**src/rtl/adder_seq_16bit_if.sv**
```systemverilog
// adder_seq_16bit_if: request/result bundle between the datapath and the 16-bit add sequencer
// Signals:
//   start     request pulse, sampled only when the sequencer is idle
//   op        0 = add, 1 = subtract (subtract only when built with ADDSEQ_SUB_EN)
//   a, b      16-bit operands, latched on an accepted start
//   cin       carry-in for add, latched on an accepted start
//   busy      high from accept until completion
//   done      one-cycle completion pulse
//   result    registered 16-bit result, held until the next completion
//   carry     carry out of bit 15 (add) or no-borrow (subtract)
//   zero      result is all zeros
//   overflow  signed two's-complement overflow
// Modports: master drives requests, slave (the sequencer) drives results.
interface adder_seq_16bit_if;
    logic        start;
    logic        op;
    logic        cin;
    logic [15:0] a;
    logic [15:0] b;
    logic        busy;
    logic        done;
    logic [15:0] result;
    logic        carry;
    logic        zero;
    logic        overflow;
    modport master (
        output start, op, cin, a, b,
        input  busy, done, result, carry, zero, overflow
    );
    modport slave (
        input  start, op, cin, a, b,
        output busy, done, result, carry, zero, overflow
    );
endinterface

```
**src/rtl/adder_seq_16bit.sv**
```systemverilog
// adder_seq_16bit: two-cycle 16-bit adder built by time-multiplexing one 8-bit adder
// Ports:
//   clk   system clock, all state updates on the rising edge
//   rst   synchronous active-high reset, priority over start
//   bus   slave side of adder_seq_16bit_if (request, operands, result and flags)
// Build option: define ADDSEQ_SUB_EN to enable op=1 subtract (b inverted, carry-in forced to 1).
// Without it op is ignored and the block always adds with cin.
// Sub-module full_adder_8bit is the shared 8-bit adder slice.
module full_adder_8bit (
    input  logic [7:0] a_i,
    input  logic [7:0] b_i,
    input  logic       cin_i,
    output logic [7:0] sum_o,
    output logic       cout_o
);
    assign {cout_o, sum_o} = {1'b0, a_i} + {1'b0, b_i} + {8'h00, cin_i};
endmodule

module adder_seq_16bit (
    input logic              clk,
    input logic              rst,
    adder_seq_16bit_if.slave bus
);
    typedef enum logic [1:0] {IDLE, LO, HI} state_t;
    state_t      state_q;
    logic [15:0] a_q;
    logic [15:0] b_q;
    logic [15:0] b_eff;
    logic [15:0] result_q;
    logic [15:0] result_d;
    logic [7:0]  res_lo_q;
    logic [7:0]  fa_a;
    logic [7:0]  fa_b;
    logic [7:0]  fa_sum;
    logic        cin_q;
    logic        cin_eff;
    logic        c_mid_q;
    logic        fa_cin;
    logic        fa_cout;
    logic        busy_q;
    logic        done_q;
    logic        carry_q;
    logic        zero_q;
    logic        ovf_q;
    logic        ovf_d;
`ifdef ADDSEQ_SUB_EN
    logic        op_q;
    // Subtract as a + ~b + 1; the cin port has no effect on a subtract.
    assign b_eff   = op_q ? ~b_q : b_q;
    assign cin_eff = op_q | cin_q;
`else
    logic        unused_op;
    assign unused_op = bus.op;
    assign b_eff     = b_q;
    assign cin_eff   = cin_q;
`endif
    full_adder_8bit u_fa (
        .a_i    (fa_a),
        .b_i    (fa_b),
        .cin_i  (fa_cin),
        .sum_o  (fa_sum),
        .cout_o (fa_cout)
    );
    // Low slice in LO, high slice in HI, zeros otherwise so the adder is quiet when idle.
    always_comb begin
        fa_a     = state_q == LO ? a_q[7:0]   : state_q == HI ? a_q[15:8]   : 8'h00;
        fa_b     = state_q == LO ? b_eff[7:0] : state_q == HI ? b_eff[15:8] : 8'h00;
        fa_cin   = state_q == LO ? cin_eff    : state_q == HI ? c_mid_q     : 1'b0;
        result_d = {fa_sum, res_lo_q};
        ovf_d    = (a_q[15] == b_eff[15]) && (fa_sum[7] != a_q[15]);
    end
    always_ff @(posedge clk) begin
        if (rst) begin
            state_q  <= IDLE;
            a_q      <= 16'h0000;
            b_q      <= 16'h0000;
            cin_q    <= 1'b0;
`ifdef ADDSEQ_SUB_EN
            op_q     <= 1'b0;
`endif
            res_lo_q <= 8'h00;
            c_mid_q  <= 1'b0;
            result_q <= 16'h0000;
            carry_q  <= 1'b0;
            zero_q   <= 1'b0;
            ovf_q    <= 1'b0;
            busy_q   <= 1'b0;
            done_q   <= 1'b0;
        end else begin
            case (state_q)
                IDLE: begin
                    done_q <= 1'b0;
                    if (bus.start) begin
                        a_q    <= bus.a;
                        b_q    <= bus.b;
                        cin_q  <= bus.cin;
`ifdef ADDSEQ_SUB_EN
                        op_q   <= bus.op;
`endif
                        busy_q  <= 1'b1;
                        state_q <= LO;
                    end
                end
                LO: begin
                    // Low byte is staged privately so result never shows a half-updated value.
                    res_lo_q <= fa_sum;
                    c_mid_q  <= fa_cout;
                    state_q  <= HI;
                end
                HI: begin
                    result_q <= result_d;
                    carry_q  <= fa_cout;
                    zero_q   <= result_d == 16'h0000;
                    ovf_q    <= ovf_d;
                    done_q   <= 1'b1;
                    busy_q   <= 1'b0;
                    state_q  <= IDLE;
                end
                default: state_q <= IDLE;
            endcase
        end
    end
    assign bus.busy     = busy_q;
    assign bus.done     = done_q;
    assign bus.result   = result_q;
    assign bus.carry    = carry_q;
    assign bus.zero     = zero_q;
    assign bus.overflow = ovf_q;
endmodule

```
**src/flat_wrapper.sv**
```systemverilog
// flat-port wrapper written by rule: the top's interface ports become plain ports
module adder_seq_16bit_flat 
  (clk, rst, bus_start, bus_op, bus_cin, bus_a, bus_b, bus_busy, bus_done, bus_result, bus_carry, bus_zero, bus_overflow);
  adder_seq_16bit_if bus_i ();
  input logic clk;
  input logic rst;
  input wire logic [$bits(bus_i.start)-1:0] bus_start;
  input wire logic [$bits(bus_i.op)-1:0] bus_op;
  input wire logic [$bits(bus_i.cin)-1:0] bus_cin;
  input wire logic [$bits(bus_i.a)-1:0] bus_a;
  input wire logic [$bits(bus_i.b)-1:0] bus_b;
  output wire logic [$bits(bus_i.busy)-1:0] bus_busy;
  output wire logic [$bits(bus_i.done)-1:0] bus_done;
  output wire logic [$bits(bus_i.result)-1:0] bus_result;
  output wire logic [$bits(bus_i.carry)-1:0] bus_carry;
  output wire logic [$bits(bus_i.zero)-1:0] bus_zero;
  output wire logic [$bits(bus_i.overflow)-1:0] bus_overflow;
  assign bus_i.start = bus_start;
  assign bus_i.op = bus_op;
  assign bus_i.cin = bus_cin;
  assign bus_i.a = bus_a;
  assign bus_i.b = bus_b;
  assign bus_busy = bus_i.busy;
  assign bus_done = bus_i.done;
  assign bus_result = bus_i.result;
  assign bus_carry = bus_i.carry;
  assign bus_zero = bus_i.zero;
  assign bus_overflow = bus_i.overflow;
  adder_seq_16bit u_core (.clk(clk), .rst(rst), .bus(bus_i));
endmodule
```
**config.mk**
```make
export PLATFORM = sky130hd
export DESIGN_NAME = adder_seq_16bit_flat
export DESIGN_NICKNAME = d
export VERILOG_FILES = /design/src/rtl/adder_seq_16bit_if.sv /design/src/rtl/adder_seq_16bit.sv /design/src/flat_wrapper.sv
export SDC_FILE = /design/constraint.sdc
export NUM_CORES = 1
export LEC_CHECK = 0
export CAP_MARGIN = 25
export CORE_MARGIN = 2
export CORE_UTILIZATION = 50
export DETAILED_ROUTE_END_ITERATION = 6
export PLACE_DENSITY = 0.78
export SYNTH_ARGS = -nofsm -noshare
export SYNTH_HDL_FRONTEND = slang
export SYNTH_SLANG_ARGS = --single-unit
```
**constraint.sdc**
```tcl
create_clock -name clk -period 6.25 [get_ports clk]
set_clock_uncertainty 0.15 [all_clocks]
set_input_delay 1.25 -clock clk [delete_from_list [all_inputs] [get_ports clk]]
set_output_delay 1.25 -clock clk [all_outputs]
set_load 0.03 [all_outputs]
```
==> results of run 1 <==
-- routing by layer --
metal	share of wire [%]	wire length, um	vias up
met5	0	0	-
met4	2.6	152	0
met3	3.8	221	16
met2	48	2780	59
met1	45	2600	1134
li1	-	-	1276
-- power by group through the flow --
| stage | registers (mW) | logic [mW] | clock network, mW |
|---|---|---|---|
| final | 0.444 | 0.105 | 0.342 |
| after floorplan | 0.456 | 0.0586 | 0 |
| after CTS | 0.444 | 0.106 | 0.349 |
| after global routing | 0.446 | 0.117 | 0.367 |
| after detailed placement | 0.453 | 0.106 | 0 |
| after global placement | 0.453 | 0.101 | 0 |
-- synth_stat cells (2+ instances only) --
cell,count,share of area [%]
fa_1,2,1.4
a21oi_1,58,10
nand2b_1,5,1.1
a22o_1,14,4.4
inv_1,3,0.40
nor2_1,17,2.3
dfxtp_1,65,47
nor3b_1,2,0.54
a211oi_1,7,1.9
a22oi_1,3,0.81
buf_1,3,0.40
nand2_1,112,15
xnor2_1,3,0.94
clkbuf_1,19,2.6
nor3_1,6,1.1
ha_1,7,3.1
nor2b_1,3,0.67
-- cell type report --
cell class                      count  area [sq um]  share of cell area (%)
Clock inverter                      3          40.0                    1.11
Sequential cell                    65          1300                    36.1
Tap cell                           72          90.1                    2.50
Timing Repair Buffer               61           613                    17.0
Inverter                            4          15.0                   0.417
Clock buffer                       13           149                    4.13
Multi-Input combinational cell    257          1400                    38.7
-- flip-flops by register name, summed over array words and instances (netlist names) --
name                 cells
u_core.bus.done          1
u_core.bus.zero          1
u_core.c_mid_q           1
u_core.state_q           2
u_core.b_eff            16
u_core.bus.result       16
u_core.a_q              16
u_core.bus.busy          1
u_core.bus.carry         1
u_core.cin_eff           1
u_core.bus.overflow      1
u_core.res_lo_q          8
-- logic make-up after synthesis --
logic type	after synthesis	synth area share, %
buffers and inverters	26	3.50
xor gates and xnor gates	3	0.943
and+or+nand+nor	153	23.4
muxes	1	0.359
adders and majority gates	9	4.58
AOI/OAI and AO/OA	91	20.6
DFF	65	46.7
-- worst max path at each step --
stage | startpoint | endpoint | slack [ns]
floorplan | u_core.state_q[0]$_SDFFE_PP0P_ | u_core.bus.zero$_SDFFE_PP0N_ | 2.84
global placement | u_core.state_q[1]$_SDFFE_PP0P_ | u_core.bus.zero$_SDFFE_PP0N_ | 2.73
detailed placement | u_core.state_q[1]$_SDFFE_PP0P_ | u_core.bus.zero$_SDFFE_PP0N_ | 2.70
CTS | u_core.state_q[1]$_SDFFE_PP0P_ | u_core.bus.zero$_SDFFE_PP0N_ | 2.68
global route | u_core.state_q[1]$_SDFFE_PP0P_ | u_core.bus.zero$_SDFFE_PP0N_ | 2.39
finish | u_core.state_q[1]$_SDFFE_PP0P_ | u_core.bus.zero$_SDFFE_PP0N_ | 2.67
-- per-stage QoR --
step | setup slack [ns] | std cells | cell area [sq um] | hold WS, ns | utilization (%)
2_1_floorplan | 2.84 | 348 | 2790 | 0.286 | -
3_3_place_gp | 2.73 | 457 | 3380 | 0.292 | 62.1
3_5_place_dp | 2.70 | 459 | 3410 | 0.295 | 62.8
4_1_cts | 2.68 | 475 | 3600 | 0.305 | 66.3
5_1_grt | 2.39 | 475 | 3600 | 0.320 | 66.3
6_report | 2.67 | 475 | 3600 | 0.303 | 66.3
-- worst max-delay path: stages (launching register included) --
cell and delay, ns:
dfxtp_1 0.40, nor2b_2 0.61, a22oi_1 0.24, fa_1 0.47, inv_1 0.08, fa_1 0.20, a21oi_1 0.09, nor3b_1 0.25
nor2_1 0.08, xnor2_1 0.17, or4_1 0.56, o31ai_2 0.18
==> results_dict.tcl, run 1 <==
set metrics [dict create \
    max_freq_mhz 280 \
    reg2regPathDepth 11 \
    leakage_nw 1.36 \
    power_frac_comb_pct 11.8 \
    internal_power_mw 0.676 \
    grt_overflow_total 0 \
    post_cts_resized 0 \
    drt-wirelength-per-cell_um 12.1 \
    grt.total_usage_pct 20.1 \
    cts_setup_buffers 0 \
    met3_usage_pct 4.02 \
    grt_max_degree 40 \
    pwr-share-seq_pct 49.8 \
    ys_ff_latch 65 \
    critPathArrivalTime_ns 3.68 \
    worstHoldEndpoint "u_core.bus.result[3]$_SDFFE_PP0N_" \
    first_pass_iters 4 \
    viasPerCell 5.23 \
    antenna_found_initial 0 \
    drv_cap 0 \
    p_switching_mw 0.216 \
    place_congestion 0.824 \
    rsz0062_at_grt "false" \
    gr-max-usage-layer "met2" \
    vias 2485 \
    synth-edff-count 0 \
    min_path_cells 2 \
    critical_path_required_ns 6.36 \
    swShare_pct 24.2 \
    yosys_warnings 0 \
    p_clk_share_pct 38.4 \
    grt_pass1_vias 2331 \
    final_common_cell "nand2_1" \
    final_cell_mix "nand2_1, dfxtp_1, a21oi_1, clkdlybuf4s50_1, nor2_1" \
    clk_transition_reported_paths_ns 0.07 \
    synthCells 348 \
    outcome "finished, final reports clean" \
    hp-class "flip-flop to flip-flop" \
    num_io_pins 58 \
    drive_gt1_share_pct 6.95 \
    hold_viol_final 0 \
    finalSetupViolations 0 \
    root_buffer "clkbuf_8" \
    power_mw 0.892 \
    drtIter0Drc 96 \
    fp-row-count 27 \
    ant_nets 0 \
    maxSlewViolCount 0 \
    htreeDepth 3 \
    cts_sinks 65 \
    ctsHoldBuffers 0 \
    power.density_nw_per_um2 248 \
    area.growth.synth_to_final_pct 29.3 \
    grt.met2_usage_pct 34.2 \
    critPathCaptureType "flip-flop" \
    met1_usage_pct 23.0 \
    r2r_start "u_core.state_q[1]$_SDFFE_PP0P_" \
    min-delay-start "u_core.bus.result[3]$_SDFFE_PP0N_" \
    cts_tree "done" \
    clk_latency_ns 0.34 \
    min_period_ns 3.58 \
    grt_pass1_wl_um 9780 \
    dieArea_sq_um 6190 \
    synth_seq_area_share_pct 46.7 \
    irDropWorstVdd_uv 140 \
    timing.setup.tns_ns 0 \
    avgSynthCellArea_sq_um 8.01 \
    place.port_buffers 56 \
    yosysUniqueCellTypes 36 \
    synthesis.nets 394 \
    worstSetupPathType "flip-flop to flip-flop" \
    layout.nets 444 \
    async_reset_ff_share_pct 0 \
    r2r_slack_ns 2.67 \
    dp_hpwl_um 4110 \
    slew_headroom_pct 54.0 \
    drc 0 \
    clk_path_buf_depth 2 \
    cp-start-kind "flip-flop" \
    coreArea_sq_um 5440 \
    initial_core_util_pct 51.2 \
    rr_endpoint "u_core.bus.zero$_SDFFE_PP0N_" \
    period_share_pct 57.2 \
    tightest_slew_ns 0.687 \
    totalWireLength_um 5750 \
    die_h_um 78.7 \
    synth_area_sq_um 2790 \
    diodes 0 \
    cp_max_fo 18 \
    nFillCells 510 \
    cts_made_buffers 9 \
    ys.flop_type "dfxtp_1" \
    die_x_um 78.7 \
]
Note: power is estimated with default switching activity, not from simulation.
==> run 2, diff against run 1 <==
Settings changed: CORE_UTILIZATION 50 to 46, PLACE_DENSITY 0.78 to 0.76.
Clock period 6.25 ns to 3.03 ns, I/O delays scaled along.
==> results_dict.tcl, run 2 (synthesized netlist as in run 1, its figures left out) <==
set metrics [dict create \
    dp_hpwl_um 4130 \
    num_io_pins 58 \
    grt.total_usage_pct 18.8 \
    dpl_worst_slack_ns -0.00379 \
    clk_path_buf_depth 2 \
    internal_power_mw 1.40 \
    clk_transition_reported_paths_ns 0.07 \
    grt_pass1_wl_um 9620 \
    rsz0062_at_grt "true" \
    place.port_buffers 56 \
    reg2regPathDepth 10 \
    power.density_nw_per_um2 504 \
    postLayoutCellArea_sq_um 3700 \
    leakage_nw 1.38 \
    r2r_slack_ns 0.08 \
    finalSetupViolations 0 \
    swShare_pct 24.9 \
    coreArea_sq_um 5890 \
    cp_max_fo 6 \
    r2r_start "u_core.state_q[0]$_SDFFE_PP0P_" \
    totalWireLength_um 5770 \
    antenna_found_initial 0 \
    min_path_cells 2 \
    die_h_um 81.8 \
    slew_headroom_pct 57.9 \
    drt-wirelength-per-cell_um 11.9 \
    timing.setup.tns_ns 0 \
    drv_cap 0 \
    p_switching_mw 0.465 \
    first_pass_iters 4 \
    critical_path_required_ns 3.15 \
    p_clk_share_pct 38.7 \
    critPathArrivalTime_ns 3.07 \
    ant_nets 0 \
    period_share_pct 97.5 \
    root_buffer "clkbuf_8" \
    initial_core_util_pct 47.3 \
    tightest_slew_ns 0.631 \
    hp-class "flip-flop to flip-flop" \
    pwr-share-seq_pct 49.2 \
    htreeDepth 3 \
    crit_end "u_core.bus.zero$_SDFFE_PP0N_" \
    cts_tree "done" \
    critPathCaptureType "flip-flop" \
    cts_made_buffers 9 \
    maxSlewViolCount 0 \
    final_cell_mix "nand2_1, dfxtp_1, a21oi_1, clkdlybuf4s50_1, nor2_1" \
    critPathLaunch "u_core.state_q[0]$_SDFFE_PP0P_" \
    vias 2440 \
    hold_slack_ns 0.304 \
    dpl_cell_area_sq_um 3450 \
    dieArea_sq_um 6700 \
    power_frac_comb_pct 12.1 \
    grt_overflow_total 0 \
    worstSetupPathType "flip-flop to flip-flop" \
    hold_viol_final 0 \
    final_common_cell "nand2_1" \
    irDropWorstVdd_uv 253 \
    viasPerCell 5.05 \
    drive_gt1_share_pct 12.0 \
    drtIter0Drc 101 \
    grt_pass1_vias 2269 \
    drc 0 \
    area.growth.synth_to_final_pct 32.8 \
    min_period_ns 2.95 \
    grt_max_degree 66 \
    fp-row-count 28 \
    nFillCells 559 \
    final_core_util_pct 62.9 \
    rr_endpoint "u_core.bus.zero$_SDFFE_PP0N_" \
    setup_slack_ns 0.0761 \
    clk_latency_ns 0.34 \
    diodes 0 \
    place_congestion 0.811 \
    ctsHoldBuffers 0 \
    layout.nets 449 \
    outcome "finished, final reports clean" \
    max_freq_mhz 339 \
    cts_sinks 65 \
    cp-start-kind "flip-flop" \
    die_x_um 81.8 \
]
==> run 2: changes by cell type in the layout (fill, tap and decap cells not counted), sizes merged <==
cell / previous run / this run
clkinvlp: 0 / 2
clkbuf: 13 / 11
buf: 6 / 11
==> run 2: worst min path at each step <==
stage | from | endpoint | slack, ns
final | u_core.a_q[5]$_SDFFE_PP0P_ | u_core.a_q[5]$_SDFFE_PP0P_ | 0.30
after global routing | u_core.bus.result[3]$_SDFFE_PP0N_ | u_core.bus.result[3]$_SDFFE_PP0N_ | 0.32
after CTS | u_core.b_eff[13]$_SDFFE_PP0P_ | u_core.b_eff[13]$_SDFFE_PP0P_ | 0.31
after detailed placement | u_core.b_eff[13]$_SDFFE_PP0P_ | u_core.b_eff[13]$_SDFFE_PP0P_ | 0.30
after global placement | u_core.bus.result[1]$_SDFFE_PP0N_ | u_core.bus.result[1]$_SDFFE_PP0N_ | 0.29
after floorplan | u_core.a_q[8]$_SDFFE_PP0P_ | u_core.a_q[8]$_SDFFE_PP0P_ | 0.29
==> run 2: timing repair <==
| action | 4_1_cts | 5_1_grt |
|---|---|---|
| resized for setup | 1 | 11 |
| buffers inserted | 0 | 1 |
| setup endpoints to repair | 1 | 2 |
| pin swaps | 0 | 8 |
==> run 2: layer usage <==
layer,share of wire (%),track usage (%),vias up
met3,4.0,4.29,12
met1,45,20.8,1085
met4,2.8,11.2,0
met2,48,32.8,53
li1,-,-,1290
met5,0,0,-
==> run 2: worst max-delay path, cell delays in order (launching register included) <==
cell     delay (ns)
dfxtp_4        0.35
buf_4          0.15
nor2b_4        0.19
a22oi_2        0.09
fa_2           0.40
inv_2          0.07
fa_2           0.45
nor4_2         0.23
nand4_1        0.13
or4_4          0.50
o31ai_2        0.17
==> run 2: final cells by class <==
class / instances / area, sq um / share of cell area (%)
Inverter: 4 / 15.0 / 0.406
Multi-Input combinational cell: 257 / 1450 / 39.1
Sequential cell: 65 / 1310 / 35.3
Clock inverter: 5 / 55.1 / 1.49
Timing Repair Buffer: 66 / 643 / 17.4
Clock buffer: 11 / 141 / 3.82
Tap cell: 75 / 93.8 / 2.54
==> run 2: stage by stage <==
step	cells	power, mW
6_report	483	1.86
5_1_grt	483	1.95
4_1_cts	482	1.88
3_5_place_dp	466	1.16
3_3_place_gp	466	1.15
2_1_floorplan	348	1.06
==> run 2: power by group through the flow <==
| stage | logic [mW] | clock network [mW] | registers, mW |
|---|---|---|---|
| 2_1_floorplan | 0.124 | 0 | 0.941 |
| 3_3_place_gp | 0.217 | 0 | 0.935 |
| 3_5_place_dp | 0.222 | 0 | 0.936 |
| 4_1_cts | 0.223 | 0.741 | 0.917 |
| 5_1_grt | 0.252 | 0.774 | 0.921 |
| 6_report | 0.225 | 0.722 | 0.917 |
==> run 3, diff against run 2 <==
Settings changed: SLEW_MARGIN set to 20.
==> results of run 3 <==
No change in the layout: final DEF, timing and power equal those of run 2.
